[config.mk]
export PLATFORM = sky130hd
export DESIGN_NAME = pipeline_hazard_ctrl
export DESIGN_NICKNAME = d
export VERILOG_FILES = /design/src/rtl/pipeline_hazard_ctrl.sv
export SDC_FILE = /design/constraint.sdc
export NUM_CORES = 1
export LEC_CHECK = 0
export BUFFER_PORTS_ARGS = -buffer_cell sky130_fd_sc_hd__buf_2
export CORE_ASPECT_RATIO = 0.7
export CORE_MARGIN = 1
export CORE_UTILIZATION = 25
export CTS_BUF_LIST = sky130_fd_sc_hd__clkbuf_4
export CTS_CLUSTER_SIZE = 12
export DETAILED_ROUTE_END_ITERATION = 6
export HOLD_SLACK_MARGIN = 0.1
export PLACE_DENSITY = 0.41
export REMOVE_ABC_BUFFERS = 1
export SETUP_SLACK_MARGIN = 0.02
export SLEW_MARGIN = 10
export SYNTH_ARGS = -nofsm -noshare
export SYNTH_HDL_FRONTEND = slang
export SYNTH_SLANG_ARGS = --single-unit
[constraint.sdc]
create_clock -name clk -period 2.29 [get_ports clk]
set_clock_uncertainty 0.15 [all_clocks]
set_input_delay 0.3435 -clock clk [delete_from_list [all_inputs] [get_ports clk]]
set_output_delay 0.3435 -clock clk [all_outputs]
set_load 0.03 [all_outputs]
[src/rtl/pipeline_hazard_ctrl.sv]
// Hazard control for a 5-stage pipeline: load-use stalls, branch/jump flushes,
// and a halt sequence that freezes the front end while MEM and WB drain.
module pipeline_hazard_ctrl (
  input  logic        clk,
  input  logic        rst_n,
  input  logic [4:0]  id_rs,
  input  logic [4:0]  id_rt,
  input  logic        id_uses_rs,
  input  logic        id_uses_rt,
  input  logic        ex_RegWrite,
  input  logic        ex_MemtoReg,
  input  logic [4:0]  ex_WbRegNum,
  input  logic        ex_redirect,
  input  logic        ex_halt,
  input  logic        go,
  output logic        pc_en,
  output logic        ifid_en,
  output logic        idex_en,
  output logic        ifid_clr,
  output logic        bb_data,
  output logic        bb_bj,
  output logic        halted,
  output logic [15:0] stall_cnt,
  output logic [15:0] flush_cnt
);

  typedef enum logic [1:0] {
    RUN   = 2'd0,
    DRAIN = 2'd1,
    HALT  = 2'd2
  } state_t;

  localparam logic [15:0] CNT_MAX = 16'hFFFF;

  state_t     r_state;
  state_t     w_state_nxt;
  logic [1:0] r_drain_cnt;
  logic       w_load_use;

  // Writes to $0 are discarded, so a load targeting $0 never creates a hazard.
  assign w_load_use = ex_RegWrite && ex_MemtoReg && (ex_WbRegNum != 5'd0) &&
                      ((id_uses_rs && (id_rs == ex_WbRegNum)) ||
                       (id_uses_rt && (id_rt == ex_WbRegNum)));

  always_comb begin
    // NOTE: every output gets a default first so no path leaves it unassigned (no latches).
    w_state_nxt = r_state;
    pc_en       = 1'b0;
    ifid_en     = 1'b0;
    idex_en     = 1'b0;
    ifid_clr    = 1'b0;
    bb_data     = 1'b0;
    bb_bj       = 1'b0;
    halted      = 1'b0;
    unique case (r_state)
      RUN: begin
        // Redirect wins: the dependent instruction in ID is squashed anyway.
        if (ex_redirect) begin
          pc_en    = 1'b1;
          ifid_clr = 1'b1;
          bb_bj    = 1'b1;
        end else if (w_load_use) begin
          bb_data  = 1'b1;
        end else begin
          pc_en    = 1'b1;
          ifid_en  = 1'b1;
          idex_en  = 1'b1;
        end
        if (ex_halt) w_state_nxt = DRAIN;
      end
      DRAIN: begin
        if (r_drain_cnt == 2'd0) w_state_nxt = HALT;
      end
      HALT: begin
        halted = 1'b1;
        if (go) w_state_nxt = RUN;
      end
      default: w_state_nxt = RUN;
    endcase
    // Reset forces state to RUN, so outputs are gated to hold everything quiet during reset.
    if (!rst_n) begin
      pc_en    = 1'b0;
      ifid_en  = 1'b0;
      idex_en  = 1'b0;
      ifid_clr = 1'b0;
      bb_data  = 1'b0;
      bb_bj    = 1'b0;
      halted   = 1'b0;
    end
  end

  // NOTE: sequential state uses non-blocking assignments so all registers update together.
  always_ff @(posedge clk or negedge rst_n) begin
    if (!rst_n) begin
      r_state     <= RUN;
      r_drain_cnt <= 2'd0;
      stall_cnt   <= 16'd0;
      flush_cnt   <= 16'd0;
    end else begin
      r_state <= w_state_nxt;
      if (r_state == RUN && ex_halt)
        r_drain_cnt <= 2'd2;
      else if (r_state == DRAIN && r_drain_cnt != 2'd0)
        r_drain_cnt <= r_drain_cnt - 2'd1;
      if (bb_data && stall_cnt != CNT_MAX) stall_cnt <= stall_cnt + 16'd1;
      if (bb_bj   && flush_cnt != CNT_MAX) flush_cnt <= flush_cnt + 16'd1;
    end
  end

endmodule

==> results.sh, run 1 <==
export IMPL_status="complete, no violations"
export IMPL_p_leak_nw=1.24
export IMPL_yosys_top_cells_area="dfrtp_1 44%, xnor2_1 15%, nand4_1 4.6%, nand3_1 3.7%, nand2_1 2.6%"
export IMPL_post_drt_via_cell_ratio=4.49
export IMPL_num_antenna_cells=0
export IMPL_crit_reg2reg_launch="stall_cnt[2]"
export IMPL_synth_edff_count=0
export IMPL_drt_wirelength_per_cell_um=13.3
export IMPL_synth_area_um2=2030
export IMPL_ys_warn_count=0
export IMPL_min_path_type="input pin to flop"
export IMPL_rr_endpoint="stall_cnt[1]"
export IMPL_dp_hpwl_mm=3.85
export IMPL_crit_path_top_delay_cell="or4_4"
export IMPL_synth_top_cell_area_share=0.443
export IMPL_ys_ff_latch=36
export IMPL_worstPathMaxFanout=6
export IMPL_ff2ff_setup_slack_ns=0.24
export IMPL_rr_worst_depth=5
export IMPL_drtIter0Drc=75
export IMPL_synthCells=195
export IMPL_fp_dieH_um=77.5
export IMPL_fmax_mhz=456
export IMPL_drive_gt1_frac=0.364
export IMPL_cts_buffers=5
export IMPL_worstSetupPathType="input pin to primary output"
export IMPL_grt_pass1_vias=1678
export IMPL_finalHoldViolCount=0
export IMPL_die_w_um=110
export IMPL_hold_end="r_state[0]"
export IMPL_cp_cell_sequence="buf_2 -> or4_4 -> o211a_4 -> and3_2 -> buf_2"
export IMPL_synth_area_per_cell_um2=10.4
export IMPL_grt_max_degree=23
export IMPL_cp_common_cell="buf_2"
export IMPL_path_delay_family="simple AND/OR/NAND/NOR gates"
export IMPL_design_area_um2=2630
export IMPL_startpoint="ex_WbRegNum[1]"
export IMPL_slew_violations=0
export IMPL_yosysMostFrequentCell="dfrtp_1"
export IMPL_rsz0062_at_grt="yes"
export IMPL_area_growth_pct=29.5
export IMPL_root_buffer="clkbuf_4"
export IMPL_synth_commonest_cells="36 x dfrtp_1, 35 x xnor2_1, 15 x nand3_1, 15 x nand4_1, 14 x nand2_1"
export IMPL_hold_start="ex_halt"
export IMPL_io_buffer_count=62
export IMPL_ir_drop_mv=0.203
export IMPL_place_congestion=0.753
export IMPL_end_kind="primary output"
export IMPL_vias=1687
export IMPL_hold_path_cell_count=3
export IMPL_drtPass1Iterations=4
export IMPL_slowest_delay_ns=0.55
export IMPL_finalCritPeriodShare=0.958
export IMPL_clkLatencyLatePin_ns=0.33
export IMPL_io_pins=63
export IMPL_place_area_um2=2520
export IMPL_tightest_slew_ns=0.496
export IMPL_yosysSeqAreaShare=0.443
export IMPL_drt_antenna_violating_nets=0
export IMPL_core_area_um2=7870
export IMPL_postCtsSetupRepairBufs=0
export IMPL_crit_buf_inv=2
export IMPL_power_mw=1.70
export IMPL_drv_cap=0
export IMPL_nets=302
export IMPL_drcViolationCount=0
export IMPL_grt_pass1_wl_mm=8.52
export IMPL_cts_tree="done"
export IMPL_overflow=0
export IMPL_ys_flop_type="dfrtp_1"
export IMPL_wl_mm=4.99
export IMPL_grt_use_total=0.131
export IMPL_crit_path_start_kind="input pin"
export IMPL_required_ns=1.80
export IMPL_p_per_area_nw_per_um2=644
export IMPL_async_flop_share=1.00
export IMPL_clkSinkCount=36
export IMPL_synth_largest_area_cell="dfrtp_1"
export IMPL_h_tree_depth=2
export IMPL_setup_viol=0
export IMPL_initial_core_util=0.258
export IMPL_clockBufferDepth=2
export IMPL_clk_pin_slew_ns=0.10
export IMPL_min_period_ns=2.19
export IMPL_antenna_found_initial=0
export IMPL_die_area_um2=8500
export IMPL_relSlewSlack=0.666
export IMPL_num_rows=27
export IMPL_worstPathArrival_ns=1.70
export IMPL_ys_types=40
tightest hold or removal path, cell delays in order:
cell	delay [ns]
buf_2	0.08
o21bai_1	0.10
a21oi_1	0.12
sequential cells by signal, indices dropped and copies added, names as in the netlist:
register / flops
stall_cnt: 16
r_state: 2
flush_cnt: 16
r_drain_cnt: 2
metal layers:
metal / GRT usage / part of all wire
met1: 0.201 / 0.55
met2: 0.178 / 0.39
met3: 0.0294 / 0.052
met4: 0.0360 / 0.0088
met5: 0 / 0
placed cells by master, fill, tap and decap left out, types with 3 or more instances in the layout:
cell type and count:
a31oi_1 4, and3_1 4, and4_1 4, buf_2 59, buf_4 14, clkbuf_4 6
dfrtp_1 36, dlygate4sd3_1 4, ha_1 3, inv_1 7, mux2_2 3, nand2_1 14
nand3_1 15, nand4_1 15, nor2_1 9, nor3_1 5, nor4_1 5, xnor2_1 35
timing repair:
item,CTS,global route
gates resized for setup,1,8
hold buffers,4,0
setup endpoints to repair,1,4
hold endpoints to repair,15,0
through the flow:
step	cells	hold WS, ns	util	setup WS [ns]	setup TNS [ns]
after detailed placement	365	0.176	0.320	0.0231	0
after global routing	376	0.205	0.335	0.0208	0
after floorplan	190	-0.102	-	-0.382	-0.764
after CTS	376	0.191	0.331	0.0392	0
final	376	0.208	0.335	0.0960	0
after global placement	365	0.185	0.320	0.0393	0
logic make-up after synthesis:
family	Yosys count	share of synthesized area
compound gates	17	0.0658
fa+ha+maj	3	0.0185
xor+xnor	37	0.159
buf+inv	12	0.0320
mux	4	0.0240
simple gates	86	0.257
flops	36	0.443
power breakdown:
group	switching, mW	total [mW]	leakage (nW)	internal, mW
logic	0.341	0.603	0.726	0.263
clock network	0.205	0.312	0.0261	0.107
registers	0.0749	0.781	0.483	0.706
how the worst max path moves through the flow:
stage	to	cells after the start	slack, ns
6_report	bb_data	5	0.1
2_1_floorplan	idex_en	3	-0.38
3_3_place_gp	bb_data	5	0.04
5_1_grt	ifid_en	6	0.02
3_5_place_dp	ifid_en	5	0.02
4_1_cts	ifid_en	5	0.04
layout make-up:
class / instances / area, um2
fill: 847 / 5240
multi-input combinational: 147 / 1090
sequential: 36 / 901
timing repair buffer: 78 / 448
tap: 101 / 126
clock buffer: 5 / 37.5
inverter: 7 / 26.3
clock inverter: 2 / 7.51
No activity file was read; power rests on OpenSTA's default activity.
==> run 2: changes to the inputs <==
--- a/config.mk
+++ b/config.mk
@@ -13,7 +13,7 @@
 export CTS_CLUSTER_SIZE = 12
 export DETAILED_ROUTE_END_ITERATION = 6
 export HOLD_SLACK_MARGIN = 0.1
-export PLACE_DENSITY = 0.41
+export PLACE_DENSITY_LB_ADDON = 0.08
 export REMOVE_ABC_BUFFERS = 1
 export SETUP_SLACK_MARGIN = 0.02
 export SLEW_MARGIN = 10
==> run 2 against run 1 <==
  * The run now ends with DRC left
  * Fmax grew 1.5%
  * Hold slack lost 0.094 ns
  * Global-route usage shrank 0.36 points
  * Utilization grew 0.38 points
  * Critical endpoint unchanged
==> results.sh, run 2 (synthesis gave the netlist of run 1 again) <==
export IMPL_status="finished, violations left"
export IMPL_violations="DRC"
export IMPL_p_per_area_nw_per_um2=690
export IMPL_drtIter0Drc=92
export IMPL_drtPass1Iterations=7
export IMPL_whs_ns=0.114
export IMPL_overflow=0
export IMPL_num_antenna_cells=0
export IMPL_finalCritPeriodShare=0.944
export IMPL_end_kind="primary output"
export IMPL_grt_use_total=0.127
export IMPL_drv_cap=0
export IMPL_worstSetupPathType="input pin to primary output"
export IMPL_vias=1721
export IMPL_ir_drop_mv=0.317
export IMPL_wl_mm=5.11
export IMPL_clkLatencyLatePin_ns=0.35
export IMPL_min_period_ns=2.16
export IMPL_slowest_delay_ns=0.54
export IMPL_area_growth_pct=31.0
export IMPL_rsz0062_at_grt="no"
export IMPL_fmax_mhz=463
export IMPL_io_buffer_count=62
export IMPL_cp_common_cell="buf_2"
export IMPL_crit_path_top_delay_cell="or4_4"
export IMPL_cts_buffers=5
export IMPL_worstPathArrival_ns=1.67
export IMPL_fp_dieH_um=77.5
export IMPL_num_rows=27
export IMPL_antenna_found_initial=0
export IMPL_drcViolationCount=2
export IMPL_drive_gt1_frac=0.369
export IMPL_nets=300
export IMPL_postCtsSetupRepairBufs=0
export IMPL_mostFrequentLayoutCell="buf_2"
export IMPL_min_path_type="input pin to asynchronous set/reset pin"
export IMPL_mostFrequentLayoutCells="60 x buf_2, 35 x xnor2_1, 35 x dfrtp_1, 15 x nand4_1, 15 x nand3_1"
export IMPL_p_leak_nw=1.26
export IMPL_clk_pin_slew_ns=0.13
export IMPL_h_tree_depth=2
export IMPL_initial_core_util=0.258
export IMPL_grt_max_degree=27
export IMPL_post_drt_via_cell_ratio=4.59
export IMPL_place_ws_ns=0.108
export IMPL_fillers=847
export IMPL_clkSinkCount=36
export IMPL_dp_hpwl_mm=3.87
export IMPL_drt_wirelength_per_cell_um=13.6
export IMPL_required_ns=1.80
export IMPL_die_area_um2=8500
export IMPL_finalHoldViolCount=0
export IMPL_place_congestion=0.759
export IMPL_worst_slack_ns=0.129
export IMPL_grt_pass1_vias=1712
export IMPL_drt_antenna_violating_nets=0
export IMPL_relSlewSlack=0.666
export IMPL_top_regs="flush_cnt x16, stall_cnt x16"
export IMPL_rr_worst_depth=5
export IMPL_setup_viol=0
export IMPL_cp_cell_sequence="buf_2 -> or4_4 -> o211a_1 -> and3_2 -> buf_2"
export IMPL_tightest_slew_ns=0.497
export IMPL_tns_ns=0
export IMPL_slew_violations=0
export IMPL_core_area_um2=7870
export IMPL_place_area_um2=2520
export IMPL_cts_tree="done"
export IMPL_io_pins=63
export IMPL_clockBufferDepth=2
export IMPL_die_w_um=110
export IMPL_root_buffer="clkbuf_4"
export IMPL_worstPathMaxFanout=4
export IMPL_grt_pass1_wl_mm=8.35
export IMPL_power_mw=1.84
export IMPL_design_area_um2=2660
export IMPL_crit_path_start_kind="input pin"
## run 2: per-layer routing
metal,wire length (um),GRT usage
met5,0,0
met2,2100,0.178
met4,17,0.0360
met1,2710,0.189
met3,274,0.0336
## run 2: metrics by stage
step	utilization	std cells
floorplan	-	190
global placement	0.320	363
detailed placement	0.320	363
CTS	0.334	373
global route	0.338	375
finish	0.338	375
## run 2: path summary, 6_finish.rpt
check / slack [ns] / from / to
worst max-delay path: 0.13 / ex_WbRegNum[1] / bb_data
worst min-delay path: 0.11 / rst_n / flush_cnt[6]
worst max register to register: 0.27 / stall_cnt[2] / stall_cnt[1]
worst min register to register: 0.36 / flush_cnt[5] / flush_cnt[5]
max in group asynchronous: 1.20 / rst_n / r_state[1]
min in group clk: 0.22 / ex_halt / r_state[0]
## run 2: worst max-delay path: cells and delay by family
kind | cells | cell delay (ns)
AOI/OAI and AO/OA | 1 | 0.27
buffers and inverters | 2 | 0.29
and+or+nand+nor | 2 | 0.76
## run 2: where the power goes
group	internal, mW	total (mW)	leakage (nW)	switching, mW
Combinational	0.251	0.580	0.733	0.329
Clock	0.228	0.460	0.0412	0.232
Sequential	0.708	0.797	0.481	0.0894
Total	1.19	1.84	1.26	0.651
## run 2: layout make-up
class                      count  area [um2]  area share
sequential                    36         902       0.339
tap                          101         126      0.0474
inverter                       7        26.3     0.00986
multi-input combinational    147        1080       0.405
clock buffer                   5        37.5      0.0141
timing repair buffer          76         449       0.169
clock inverter                 3        42.5      0.0160
## run 2: what timing repair did
action | CTS | global route
hold buffers | 2 | 2
resized for setup | 1 | 6
endpoints found under the hold margin | 37 | 10
gates cloned | 0 | 0
setup endpoints to repair | 1 | 6
